File: config.mk
export PLATFORM = sky130hd
export DESIGN_NAME = ring_sched
export DESIGN_NICKNAME = d
export VERILOG_FILES = /design/src/rtl/ring_sched.sv
export SDC_FILE = /design/constraint.sdc
export NUM_CORES = 1
export LEC_CHECK = 0
export CAP_MARGIN = 20
export CELL_PAD_IN_SITES_DETAIL_PLACEMENT = 0
export CELL_PAD_IN_SITES_GLOBAL_PLACEMENT = 1
export CORE_UTILIZATION = 19
export DETAILED_ROUTE_END_ITERATION = 10
export HOLD_SLACK_MARGIN = 0.12
export PLACE_DENSITY_LB_ADDON = 0.1
export SLEW_MARGIN = 25
export SYNTH_ARGS = -nofsm -noshare
export SYNTH_HDL_FRONTEND = slang
export SYNTH_SLANG_ARGS = --single-unit
File: constraint.sdc
create_clock -name clk -period 1.1 [get_ports clk]
set_clock_uncertainty 0.1 [all_clocks]
set_input_delay 0.22 -clock clk [delete_from_list [all_inputs] [get_ports clk]]
set_output_delay 0.22 -clock clk [all_outputs]
set_load 0.1 [all_outputs]
File: src/rtl/ring_sched.sv
// ring_sched: job sequencer for an N-element systolic ring of PEs computing y = A*x.
// Each job clears the PE accumulators, loads x_init, streams N coefficient steps,
// then drains the N results over a valid/ready port. Every control output is a pure
// decode of the state/counter flops. The only input-to-output path is y_in -> res_data.
module ring_sched #(
    parameter int N  = 4,
    parameter int W  = 16,
    parameter int CW = $clog2(N)
) (
    input  logic          clk,
    input  logic          reset,
    input  logic          start,
    output logic          busy,
    output logic          done,
    output logic          pe_clr,
    output logic          pe_load,
    output logic          pe_en,
    output logic [CW-1:0] coef_addr,
    output logic [CW-1:0] y_sel,
    input  logic [W-1:0]  y_in,
    output logic          res_valid,
    input  logic          res_ready,
    output logic [W-1:0]  res_data,
    output logic [CW-1:0] res_idx
);

    typedef enum logic [2:0] {
        S_IDLE,
        S_CLEAR,
        S_LOAD,
        S_COMPUTE,
        S_OUTPUT,
        S_DONE
    } state_t;

    localparam logic [CW-1:0] LAST = CW'(N - 1);

    state_t        state_q, state_d;
    logic [CW-1:0] step_q, step_d;
    logic [CW-1:0] res_idx_q, res_idx_d;

    // Next-state and counter update; one transition per cycle at most.
    // NOTE: every variable gets a default before the case so no path leaves it unassigned (no latch).
    always_comb begin
        state_d   = state_q;
        step_d    = step_q;
        res_idx_d = res_idx_q;
        unique case (state_q)
            S_IDLE: begin
                if (start) state_d = S_CLEAR;
            end
            S_CLEAR: begin
                state_d = S_LOAD;
            end
            S_LOAD: begin
                state_d = S_COMPUTE;
                step_d  = '0;
            end
            S_COMPUTE: begin
                if (step_q == LAST) begin
                    state_d   = S_OUTPUT;
                    step_d    = '0;
                    res_idx_d = '0;
                end else begin
                    step_d = step_q + 1'b1;
                end
            end
            S_OUTPUT: begin
                // The beat is accepted only when the consumer is ready.
                // res_valid is high for the whole state, so it is not re-tested here.
                if (res_ready) begin
                    if (res_idx_q == LAST) begin
                        state_d   = S_DONE;
                        res_idx_d = '0;
                    end else begin
                        res_idx_d = res_idx_q + 1'b1;
                    end
                end
            end
            S_DONE: begin
                state_d = S_IDLE;
            end
            default: begin
                state_d   = S_IDLE;
                step_d    = '0;
                res_idx_d = '0;
            end
        endcase
    end

    // State and counter registers; an asynchronous reset abandons any job in flight.
    // NOTE: sequential state uses non-blocking assignments so every flop samples pre-edge values.
    always_ff @(posedge clk or negedge reset) begin
        if (!reset) begin
            state_q   <= S_IDLE;
            step_q    <= '0;
            res_idx_q <= '0;
        end else begin
            state_q   <= state_d;
            step_q    <= step_d;
            res_idx_q <= res_idx_d;
        end
    end

    // Output decode from the flops only. The coefficient for step k is requested one
    // cycle ahead of its pe_en: address 0 in LOAD, then k+1 during COMPUTE, and 0 on
    // the final step.
    always_comb begin
        busy      = 1'b0;
        done      = 1'b0;
        pe_clr    = 1'b0;
        pe_load   = 1'b0;
        pe_en     = 1'b0;
        res_valid = 1'b0;
        coef_addr = '0;
        unique case (state_q)
            S_IDLE: begin
                busy = 1'b0;
            end
            S_CLEAR: begin
                busy   = 1'b1;
                pe_clr = 1'b1;
            end
            S_LOAD: begin
                busy      = 1'b1;
                pe_load   = 1'b1;
                coef_addr = '0;
            end
            S_COMPUTE: begin
                busy  = 1'b1;
                pe_en = 1'b1;
                if (step_q != LAST) coef_addr = step_q + 1'b1;
            end
            S_OUTPUT: begin
                busy      = 1'b1;
                res_valid = 1'b1;
            end
            S_DONE: begin
                busy = 1'b1;
                done = 1'b1;
            end
            default: begin
                busy = 1'b0;
            end
        endcase
    end

    assign res_idx  = res_idx_q;
    assign y_sel    = res_idx_q;
    assign res_data = y_in;

endmodule

==> flow_summary.ini <==
[setup_path]
crit_path_cell_trace = buf_6 > nor4_4 > buf_12
ff2ff_setup_slack_ns = -0.29
critical_path.startpoint = step_q[0]
cp_max_fo = 2
r2r-start = state_q[1]
critPathTopFamily = flip-flops
cp.buffers_inverters = 2
crit_path_start_kind = flop
endpoint_kind = output port
required_ns = 0.78
cp.depth = 3
r2r.worst_path.cells = 6
crit_arrival_ns = 1.37
slowest_delay_ns = 0.41
cp-endpoint = coef_addr[0]
crit_slowest_cell = dfrtp_1
r2r-end = res_idx[0]
critical_path_class = flop to output port

[place]
placed_cells = 101
dp_hpwl_um = 965
place_area_sq_um = 931
io_buffers = 15
gp_congestion = 0.688

[floorplan]
initial_utilization_pct = 20.7
num_io_pins = 48
core-area_sq_mm = 0.00285
dieArea_sq_mm = 0.00333
die_x_um = 57.7
rows = 19
dieHeight_um = 57.7

[pwr]
peakVddDrop_mv = 2.36
total_power_mw = 4.16
p_leak_nw = 0.470
p_per_area_mw_per_mm2 = 3560

[synth]
syn_avg_cell_area_sq_um = 9.51
synth_area_leader_cell = dfrtp_1
yosysTopAreaCellShare_pct = 29.7
synth_area_leaders = dfrtp_1 (30%), buf_4 (23%), ha_1 (4.2%)
async_reset_ff_share_pct = 100
yosysMostFrequentCell = buf_4
synth_common_cells = buf_4 (18), dfrtp_1 (7), nand2_1 (4)
synth-seq-cells = 7
ys_types = 26
syn-num-nets = 84
seq_area_frac_synth_pct = 29.7
synth_area_sq_um = 589
ys_warn_count = 0
syn_inst = 62
ys.flop_type = dfrtp_1
synth_edf_count = 0

[clocking]
clkTransAtPathRegs_ns = 0.06
cts_root_buffer = clkbuf_4
postCtsHoldBufs = 0
htree_levels = 1
cts_buffers = 3
tritoncts = done
cts_buffer_depth = 2
cts.sinks = 7
clk_latency_ns = 0.25

[sta]
rsz0062_at_grt = yes
slew_headroom_pct = 79.3
setup_ws_ns = -0.586
setup_viol = 19
finalCritPeriodShare_pct = 153
slew_violations = 0
max_freq_mhz = 593
period_needed_ns = 1.69
tightest_slew_ns = 0.309
finalHoldViolations = 0

[job]
cap_violations = 0

[detailed_routing]
drtPass1Iterations = 6
drt_iter0_drc = 2
drt-vias-per-instance = 4.28
remaining_drc_errors = 2
route.final.wire_length_um = 1370
wire_per_inst_um = 12.1
vias = 484
ant_nets = 0

[global_routing]
grt_overflow_total = 0
grt_pass1_wl_um = 2300
grt_pass1_vias = 514
grt_max_degree = 8
grt_use_total_pct = 9.04
antenna_found_initial = 0

[finish]
fin_cells = 113
nets = 105
drive_above_1_share_pct = 80.5
nFillCells = 279
postLayoutCellArea_sq_mm = 0.00117
final_util_pct = 41.0
num_antenna_cells = 0
areaGrowthSynthToFinish_pct = 98.5

[status]
run_status = finished with violations
failed_checks = design-rule violations, negative setup slack

[hold_path]
hold_path.class = input port to asynchronous set/reset pin
[kinds of logic (layout without fill, tap and decap cells)]
| family | count (synthesis) | after routing | synth area share [%] |
|---|---|---|---|
| flip-flops | 7 | 7 | 29.7 |
| AND/OR/NAND/NOR | 20 | 20 | 22.9 |
| multiplexers | 1 | 1 | 1.70 |
| adder cells (fa/ha/maj) | 2 | 2 | 4.25 |
| buffers and inverters | 23 | 43 | 29.3 |
| AO/OA/AOI/OAI | 9 | 9 | 12.1 |
[area by class of cell]
type                            instances  area [sq um]  share of cell area (%)
Multi-Input combinational cell         32           390                    33.4
Clock buffer                            4          26.3                    2.25
Tap cell                               31          38.8                    3.32
Sequential cell                         7           185                    15.8
Timing Repair Buffer                   37           517                    44.2
Inverter                                2          12.5                    1.07
[repair_timing]
action,in CTS,in global routing
setup endpoints to repair,19,19
hold endpoints to repair,0,0
setup buffers,8,8
resized for setup,33,13
pin swaps,13,13
[worst reg2reg max path, stage by stage, from the launching register on]
cell     delay [ns]
dfrtp_2        0.46
buf_6          0.16
nor2_4         0.09
buf_4          0.11
buf_6          0.11
nand3_4        0.08
o32ai_2        0.19
[worst min-delay path by stage]
stage / from / to / slack [ns]
finish: reset / res_idx[0] / 0.16
floorplan: reset / state_q[0] / -0.18
CTS: reset / res_idx[0] / 0.15
detailed placement: y_in[14] / res_data[14] / 0.34
global placement: y_in[14] / res_data[14] / 0.34
global route: reset / res_idx[0] / 0.16
[cell usage in the layout (no fill, tap or decap), types with 2 or more instances in the layout]
cell type and instances:
nand2_1 3, clkbuf_4 3, nor3_4 3, buf_4 5
and2_4 2, o22ai_2 2, clkdlybuf4s50_1 3, buf_6 15
dfrtp_2 2, dfrtp_1 3, dfrtp_4 2, ha_4 2
buf_12 14, nor2_4 4, and3_4 2, a21o_1 2
a21oi_4 2
[power by group]
| group | internal, mW | switching (mW) | leakage, nW |
|---|---|---|---|
| Sequential | 0.366 | 0.115 | 0.0814 |
| Clock | 0.139 | 0.0977 | 0.0150 |
| Combinational | 1.52 | 1.93 | 0.373 |
[flip-flops by register name, indices dropped and copies added, names as in the netlist]
register	flops
res_idx	2
state_q	3
step_q	2
[routing by layer]
metal  track usage [%]  share of wire [%]
met4              3.40               0.44
met1              10.2                 40
met5                 0                  0
met3              3.79                 10
met2              15.3                 49
[through the flow]
stage	hold slack, ns	TNS, ns	setup WS [ns]
2_1_floorplan	-0.176	-6.01	-0.956
3_3_place_gp	0.341	-3.21	-0.361
3_5_place_dp	0.341	-3.06	-0.362
4_1_cts	0.155	-6.39	-0.612
5_1_grt	0.163	-6.85	-0.641
6_report	0.155	-6.02	-0.586
(Power assumes the default switching activity.)
